`src/rtl/seq_match_logger_if.sv`:
```
// Read port of the match logger: first-word-fall-through valid/ready stream of
// logged bit indices. The logger drives it through the master modport.
interface seq_match_logger_if #(
   parameter int IDX_W = 8
);
   logic             rd_valid;
   logic             rd_ready;
   logic [IDX_W-1:0] rd_data;

   modport master (output rd_valid, output rd_data, input rd_ready);
   modport slave  (input rd_valid, input rd_data, output rd_ready);
endinterface

```
`src/rtl/seq_match_logger.sv`:
```
// Logs the stream bit index of every detector match into a small FWFT FIFO and
// keeps a saturating match total plus a sticky overflow flag.
module seq_match_logger #(
   parameter int IDX_W = 8,
   parameter int DEPTH = 4,
   parameter int CNT_W = 8
) (
   input  logic                    clk,
   input  logic                    rst,
   input  logic                    bit_valid,
   input  logic                    zout,
   input  logic                    clr,
   seq_match_logger_if.master      rd,
   output logic [CNT_W-1:0]        match_cnt,
   output logic [$clog2(DEPTH):0]  level,
   output logic                    overflow
);
   localparam int PW = $clog2(DEPTH);
   localparam int LW = PW + 1;

   logic [IDX_W-1:0] idx_r, idx_nxt_s;
   logic [CNT_W-1:0] cnt_r, cnt_nxt_s;
   logic [LW-1:0]    level_r, level_nxt_s;
   logic [PW-1:0]    wr_ptr_r, wr_ptr_nxt_s;
   logic [PW-1:0]    rd_ptr_r, rd_ptr_nxt_s;
   logic             ovf_r, ovf_nxt_s;
   logic [IDX_W-1:0] mem_r [DEPTH];

   logic clear_s, push_s, pop_s, full_s, wr_en_s, rd_valid_s;

   assign clear_s    = !rst || clr;
   assign rd_valid_s = (level_r != {LW{1'b0}});
   assign push_s     = bit_valid & zout;
   assign pop_s      = rd_valid_s & rd.rd_ready;
   assign full_s     = (level_r == LW'(DEPTH));
   // A full FIFO still accepts a push when the head leaves in the same cycle
   assign wr_en_s    = push_s & (!full_s | pop_s);

   // Next-state computation for index, counter, pointers, occupancy and overflow
   always_comb begin
      idx_nxt_s    = idx_r;
      cnt_nxt_s    = cnt_r;
      wr_ptr_nxt_s = wr_ptr_r;
      rd_ptr_nxt_s = rd_ptr_r;
      level_nxt_s  = level_r;
      ovf_nxt_s    = ovf_r;

      if (bit_valid) begin
         idx_nxt_s = idx_r + IDX_W'(1);
      end else begin
         idx_nxt_s = idx_r;
      end

      if (push_s && (cnt_r != {CNT_W{1'b1}})) begin
         cnt_nxt_s = cnt_r + CNT_W'(1);
      end else begin
         cnt_nxt_s = cnt_r;
      end

      if (push_s && full_s && !pop_s) begin
         ovf_nxt_s = 1'b1;
      end else begin
         ovf_nxt_s = ovf_r;
      end

      if (wr_en_s) begin
         wr_ptr_nxt_s = wr_ptr_r + PW'(1);
      end else begin
         wr_ptr_nxt_s = wr_ptr_r;
      end

      if (pop_s) begin
         rd_ptr_nxt_s = rd_ptr_r + PW'(1);
      end else begin
         rd_ptr_nxt_s = rd_ptr_r;
      end

      case ({wr_en_s, pop_s})
         2'b10:   level_nxt_s = level_r + LW'(1);
         2'b01:   level_nxt_s = level_r - LW'(1);
         default: level_nxt_s = level_r;
      endcase
   end

   // State registers; reset and clear share one path and beat any push/pop
   always_ff @(posedge clk) begin
      if (clear_s) begin
         idx_r    <= {IDX_W{1'b0}};
         cnt_r    <= {CNT_W{1'b0}};
         wr_ptr_r <= {PW{1'b0}};
         rd_ptr_r <= {PW{1'b0}};
         level_r  <= {LW{1'b0}};
         ovf_r    <= 1'b0;
      end else begin
         idx_r    <= idx_nxt_s;
         cnt_r    <= cnt_nxt_s;
         wr_ptr_r <= wr_ptr_nxt_s;
         rd_ptr_r <= rd_ptr_nxt_s;
         level_r  <= level_nxt_s;
         ovf_r    <= ovf_nxt_s;
      end
   end

   // FIFO storage; logs the index before this cycle's increment
   always_ff @(posedge clk) begin
      if (wr_en_s && !clear_s) begin
         mem_r[wr_ptr_r] <= idx_r;
      end
   end

   // Head is forced to zero while empty so stale storage never shows
   assign rd.rd_valid = rd_valid_s;
   assign rd.rd_data  = rd_valid_s ? mem_r[rd_ptr_r] : {IDX_W{1'b0}};
   assign match_cnt   = cnt_r;
   assign level       = level_r;
   assign overflow    = ovf_r;
endmodule

```
`src/flat_wrapper.sv`:
```
// flat-port wrapper written by rule: the top's interface ports become plain ports
module seq_match_logger_flat 
#(
   parameter int IDX_W = 8,
   parameter int DEPTH = 4,
   parameter int CNT_W = 8
)
  (clk, rst, bit_valid, zout, clr, match_cnt, level, overflow, rd_rd_valid, rd_rd_data, rd_rd_ready);
  seq_match_logger_if #(.IDX_W(IDX_W)) rd_i ();
  input  logic clk;
  input  logic rst;
  input  logic bit_valid;
  input  logic zout;
  input  logic clr;
  output logic [CNT_W-1:0] match_cnt;
  output logic [$clog2(DEPTH):0] level;
  output logic overflow;
  output wire logic [$bits(rd_i.rd_valid)-1:0] rd_rd_valid;
  output wire logic [$bits(rd_i.rd_data)-1:0] rd_rd_data;
  input wire logic [$bits(rd_i.rd_ready)-1:0] rd_rd_ready;
  assign rd_rd_valid = rd_i.rd_valid;
  assign rd_rd_data = rd_i.rd_data;
  assign rd_i.rd_ready = rd_rd_ready;
  seq_match_logger #(.IDX_W(IDX_W), .DEPTH(DEPTH), .CNT_W(CNT_W)) u_core (.clk(clk), .rst(rst), .bit_valid(bit_valid), .zout(zout), .clr(clr), .rd(rd_i), .match_cnt(match_cnt), .level(level), .overflow(overflow));
endmodule
```
`config.mk`:
```
export PLATFORM = sky130hd
export DESIGN_NAME = seq_match_logger_flat
export DESIGN_NICKNAME = d
export VERILOG_FILES = /design/src/rtl/seq_match_logger_if.sv /design/src/rtl/seq_match_logger.sv /design/src/flat_wrapper.sv
export SDC_FILE = /design/constraint.sdc
export NUM_CORES = 1
export LEC_CHECK = 0
export ABC_AREA = 1
export BUFFER_PORTS_ARGS = -buffer_cell sky130_fd_sc_hd__buf_2
export CORE_UTILIZATION = 55
export CTS_CLUSTER_SIZE = 20
export DETAILED_ROUTE_END_ITERATION = 6
export PLACE_DENSITY = 0.74
export SYNTH_ARGS = -nofsm -noshare
export SYNTH_HDL_FRONTEND = slang
export SYNTH_SLANG_ARGS = --single-unit
export TNS_END_PERCENT = 30
```
`constraint.sdc`:
```
create_clock -name clk -period 2.78 [get_ports clk]
set_clock_uncertainty 0.1 [all_clocks]
set_input_delay 0.556 -clock clk [delete_from_list [all_inputs] [get_ports clk]]
set_output_delay 0.556 -clock clk [all_outputs]
set_load 0.005 [all_outputs]
```
# ---- Word level (Yosys, flattened, before mapping)
# Memories as Yosys holds them, arrays and structs flattened. A register that Yosys moved wholly into a read port is not among the register bits.
# Index checks and enable logic that the tools add are counted.
dict set report totals {
  register_bits 24
  mem_bits_rw 32
  inputBits 6
  out_inout_bits 21
  elab_cells 38
  mem_count 1
}
dict set report classes {
  add_sub_neg 6
  n_eq_ne 4
  n_mux 6
  bitwise 4
  n_reduce_logical 11
}
# name words width rd rd_ports_with_merged_regs wr line_no
set memory_table {}
lappend memory_table {u_core.mem_r 4 8 1 1 1 seq_match_logger.sv:27} ;# logic [IDX_W-1:0] mem_r [DEPTH];
# operator count
set op_table {}
lappend op_table {{8-bit by 1-bit adder with 8-bit output (second input constant)} 2}
lappend op_table {{8-bit 2-to-1 mux} 1}
lappend op_table {{8-bit inequality test (second input constant)} 1}
lappend op_table {{3-bit case mux with 2 select lines} 1}
lappend op_table {{2-bit by 1-bit adder with 2-bit output (second input constant)} 2}
lappend op_table {{1-bit logical AND} 4}
lappend op_table {{1-bit logical NOT} 4}
lappend op_table {{2-bit 2-to-1 mux} 2}
lappend op_table {{3-bit by 1-bit adder with 3-bit output (second input constant)} 1}
lappend op_table {{1-bit AND} 3}
lappend op_table {{3-bit == test (second input constant)} 1}
lappend op_table {{3-bit nonzero test} 1}
lappend op_table {{3-bit by 1-bit subtractor with 3-bit output (second input constant)} 1}
lappend op_table {{2-bit by 1-bit == test with 1-bit output (second input constant)} 1}
lappend op_table {{2-bit == test (second input constant)} 1}
lappend op_table {{1-bit 2-to-1 mux} 2}
lappend op_table {{2-bit nonzero test} 1}
lappend op_table {{1-bit logical OR} 1}
lappend op_table {{1-bit bitwise OR} 1}

# ---- Longest topological paths before layout
dict set report logic_depth {
  word_depth 7
  depth_mapped 12
  mapped_depth_nobuf 12
}

# ---- Worst setup path after synthesis
# OpenSTA, ideal clock, no wires.
dict set report synth_timing {
  kind {in2reg}
  startpoint {input port rd_rd_ready}
  endpoint {register u_core.level_r[2], in the netlist u_core.level[2]}
  setup_ns 0.113
  arrival_time_ns 1.689
  required_ns 2.567
  setup_slack_ns 0.878
  path_stages 10
  path_buffers 0
  path_cell_list {inv_1 -> nand3_1 -> nand2_2 -> ha_1 -> inv_1 -> fa_1 -> a21oi_1 -> o21ai_0 -> nor2_1 -> nor2_1}
}
dict set report synth_between {
  elab_chain_cells 5
  elab_cells_between_ends 7
  classes_between {eq/ne: 2; mux: 1; bitwise: 3; reduce/logical: 1}
}
# item line_no
set synth_lines {}
lappend synth_lines {{start, declared} flat_wrapper.sv:20} ;# input wire logic [$bits(rd_i.rd_ready)-1:0] rd_rd_ready;
lappend synth_lines {{1-bit AND (*)} seq_match_logger.sv:34} ;# assign pop_s = rd_valid_s & rd.rd_ready;
lappend synth_lines {{1-bit bitwise OR} seq_match_logger.sv:37} ;# assign wr_en_s = push_s & (!full_s | pop_s);
lappend synth_lines {{1-bit AND} seq_match_logger.sv:37}
lappend synth_lines {{2-bit by 1-bit == test with 1-bit output / 2-bit == test (equally long branches)} seq_match_logger.sv:78} ;# case ({wr_en_s, pop_s})
lappend synth_lines {{3-bit case mux with 2 select lines / 2-bit nonzero test (equally long branches)} -}
lappend synth_lines {{end signal, assigned} seq_match_logger.sv:92} ;# level_r <= {LW{1'b0}};
lappend synth_lines {{end signal, assigned} seq_match_logger.sv:99} ;# level_r <= level_nxt_s;
lappend synth_lines {{end, declared} seq_match_logger.sv:23} ;# logic [LW-1:0] level_r, level_nxt_s;
# Mark *: on every way between the ends. The rest lies on a longest branch, timed or not.
# A chain may end at the register's enable or synchronous reset.

==> results_dict.tcl <==
set metrics [dict create \
    rr_worst_depth 12 \
    ctsHoldBuffers 0 \
    instances_no_fill 372 \
    place_ws_ns 0.600 \
    r2r_slack_ns 0.77 \
    via_per_inst 5.00 \
    hp-class "flip-flop to flip-flop" \
    ys_seq_area_frac 0.585 \
    drc_errors 0 \
    p_sw_frac 0.200 \
    setup_tns_ns 0 \
    synth_fp_nets 293 \
    setup_viol 0 \
    worst-path-max-fanout 17 \
    synth_seq_cells 58 \
    met1_usage 0.250 \
    worst_slew_pin_slew_ns 0.599 \
    rr_endpoint "u_core.level[2]$_SDFFE_PP0P_" \
    totalPowerFinal_mw 1.83 \
    ant_nets 0 \
    fin_nets 329 \
    start_kind "flip-flop" \
    p_seq_frac 0.500 \
    layout-drive-gt1-share 0.172 \
    grt_pass1_wl_um 7670 \
    max_freq_mhz 420 \
    core_um2 4380 \
    die_y_um 69.8 \
    fin_crit_ns 2.38 \
    pin_count 27 \
    placementRows 24 \
    grt_max_degree 22 \
    switching_power_mw 0.366 \
    drtPass1Iterations 4 \
    endpoint "rd_rd_data[5]" \
    critPathArrivalTime_ns 1.72 \
    cts_tree "built" \
    irDropWorstVdd_uv 576 \
    dpl_cell_area_um2 2730 \
    cts-buffers-inserted 9 \
    placement.io_buffers 26 \
    clk_pin_slew_ns 0.06 \
    antenna_cells 0 \
    synth_warnings 0 \
    clk_latency_ns 0.32 \
    drv_slew 0 \
    clkPwrFrac 0.456 \
    required_ns 2.12 \
    numPlacedInstances 356 \
    drt_iter0_drc 82 \
    gr-usage-all-layers 0.206 \
    grt_setup_unrepaired "false" \
    avgSynthCellArea_um2 9.07 \
    die_area_um2 4880 \
    power_density_nw_per_um2 621 \
    path_class "flip-flop to output port" \
    antenna_found_initial 0 \
    crit_path_end_kind "output port" \
    place_congestion 0.819 \
    p_comb_frac 0.044 \
    ctsLongestPathBuffers 2 \
    period_share 0.856 \
    hpwl_um 3030 \
    setup_ws_ns 0.400 \
    leakage_nw 1.19 \
    post-cts-setup-buffers 0 \
    htree_levels 3 \
    max_cap_viol_count 0 \
    cts_root_buf "clkbuf_8" \
    internal-power_mw 1.46 \
    layout_commonest_cell "nor2_1" \
    overflow 0 \
    syn2layout_area_growth_pct 16.4 \
    final_util 0.672 \
    hold_slack_ns 0.361 \
    max_slew_margin 0.600 \
    post_cts_resize_count 0 \
    hold_viol_final 0 \
    drt_wl_total_um 4470 \
    rr_startpoint "u_core.level[1]$_SDFFE_PP0P_" \
    post_drt_wl_per_cell_um 12.0 \
    netlist_area_um2 2530 \
    cts.sinks 58 \
    die_w_um 69.8 \
    final_area_um2 2950 \
    final.fill_count 342 \
    most-common-layout-cells "nor2_1 (67), nand2_1 (37), edfxtp_1 (32)" \
    grtUsageMet2 0.333 \
    num_vias 1860 \
    status "finished clean" \
    start_util 0.577 \
    synth_cell_type_count 24 \
    grt_pass1_vias 1748 \
    grtUsageMet3 0.0669 \
    syn_inst 279 \
    grt-busiest-layer "met2" \
]
-- power by group through the flow --
stage | sequential [mW] | clock [mW] | combinational (mW)
floorplan | 0.930 | 0 | 0.0543
global placement | 0.933 | 0 | 0.0791
detailed placement | 0.933 | 0 | 0.0807
CTS | 0.915 | 0.854 | 0.0812
global route | 0.915 | 0.895 | 0.0933
finish | 0.915 | 0.833 | 0.0801
-- logic make-up (layout without fill, tap and decap cells) --
family	count (synthesis)	after routing	synth area share
buffers and inverters	38	79	0.0623
adder cells (fa/ha/maj)	8	8	0.0425
AND/OR/NAND/NOR	126	126	0.210
AO/OA/AOI/OAI	48	48	0.0969
flip-flops	58	58	0.585
XOR/XNOR	1	1	0.00346
-- critical path, cell delays in order, from the launching register on --
cell and delay [ns]:
dfxtp_1 0.70, inv_2 0.24, o21ai_0 0.23, a21oi_1 0.09, buf_2 0.14
-- cell usage after synthesis --
cell | n | share of area
nor2_1 | 67 | 0.099
nand2_1 | 37 | 0.055
edfxtp_1 | 32 | 0.38
inv_1 | 30 | 0.044
dfxtp_1 | 26 | 0.21
a21oi_1 | 23 | 0.045
o21ai_0 | 23 | 0.045
nand3_1 | 8 | 0.016
ha_1 | 7 | 0.035
buf_2 | 4 | 0.0079
nand2_2 | 3 | 0.0074
nand4_1 | 3 | 0.0074
inv_2 | 2 | 0.0030
nand3b_1 | 2 | 0.0059
nor2_2 | 2 | 0.0049
o21a_1 | 2 | 0.0059
clkbuf_1 | 1 | 0.0015
clkbuf_8 | 1 | 0.0054
fa_1 | 1 | 0.0079
nand2_4 | 1 | 0.0044
nor2_4 | 1 | 0.0044
nor3_1 | 1 | 0.0020
nor3b_1 | 1 | 0.0030
xor2_1 | 1 | 0.0035
-- how the worst min path moves through the flow --
stage / cells after the start / startpoint / to
3_5_place_dp: 1 / u_core.overflow$_SDFFE_PP0P_ / u_core.overflow$_SDFFE_PP0P_
6_report: 1 / u_core.overflow$_SDFFE_PP0P_ / u_core.overflow$_SDFFE_PP0P_
4_1_cts: 1 / u_core.overflow$_SDFFE_PP0P_ / u_core.overflow$_SDFFE_PP0P_
5_1_grt: 1 / u_core.overflow$_SDFFE_PP0P_ / u_core.overflow$_SDFFE_PP0P_
3_3_place_gp: 1 / u_core.overflow$_SDFFE_PP0P_ / u_core.overflow$_SDFFE_PP0P_
2_1_floorplan: 0 / u_core.idx_r[7]$_SDFFE_PP0P_ / u_core.mem_r[0][7]$_DFFE_PP_
-- state kept, by name, summed over array words and instances, names as in the netlist, named ones only --
signal / count
u_core.level: 3
u_core.overflow: 1
u_core.idx_r: 8
u_core.match_cnt: 8
u_core.mem_r: 32
u_core.wr_ptr_r: 2
u_core.rd_ptr_r: 2
-- routing by layer --
layer	part of all wire	routed length (um)
met1	0.48	2140
met2	0.47	2100
met3	0.041	185
met4	0.0096	43
met5	0	0
-- area by class of cell --
class                           instances  area, um^2  share of cell area
Sequential cell                        58        1480               0.503
Clock inverter                          5        77.6              0.0263
Multi-Input combinational cell        183         892               0.303
Timing Repair Buffer                   31         168              0.0569
Inverter                               32         120              0.0408
Tap cell                               52        65.1              0.0221
Clock buffer                           11         141              0.0480
Power figures use the tool's default switching activity.
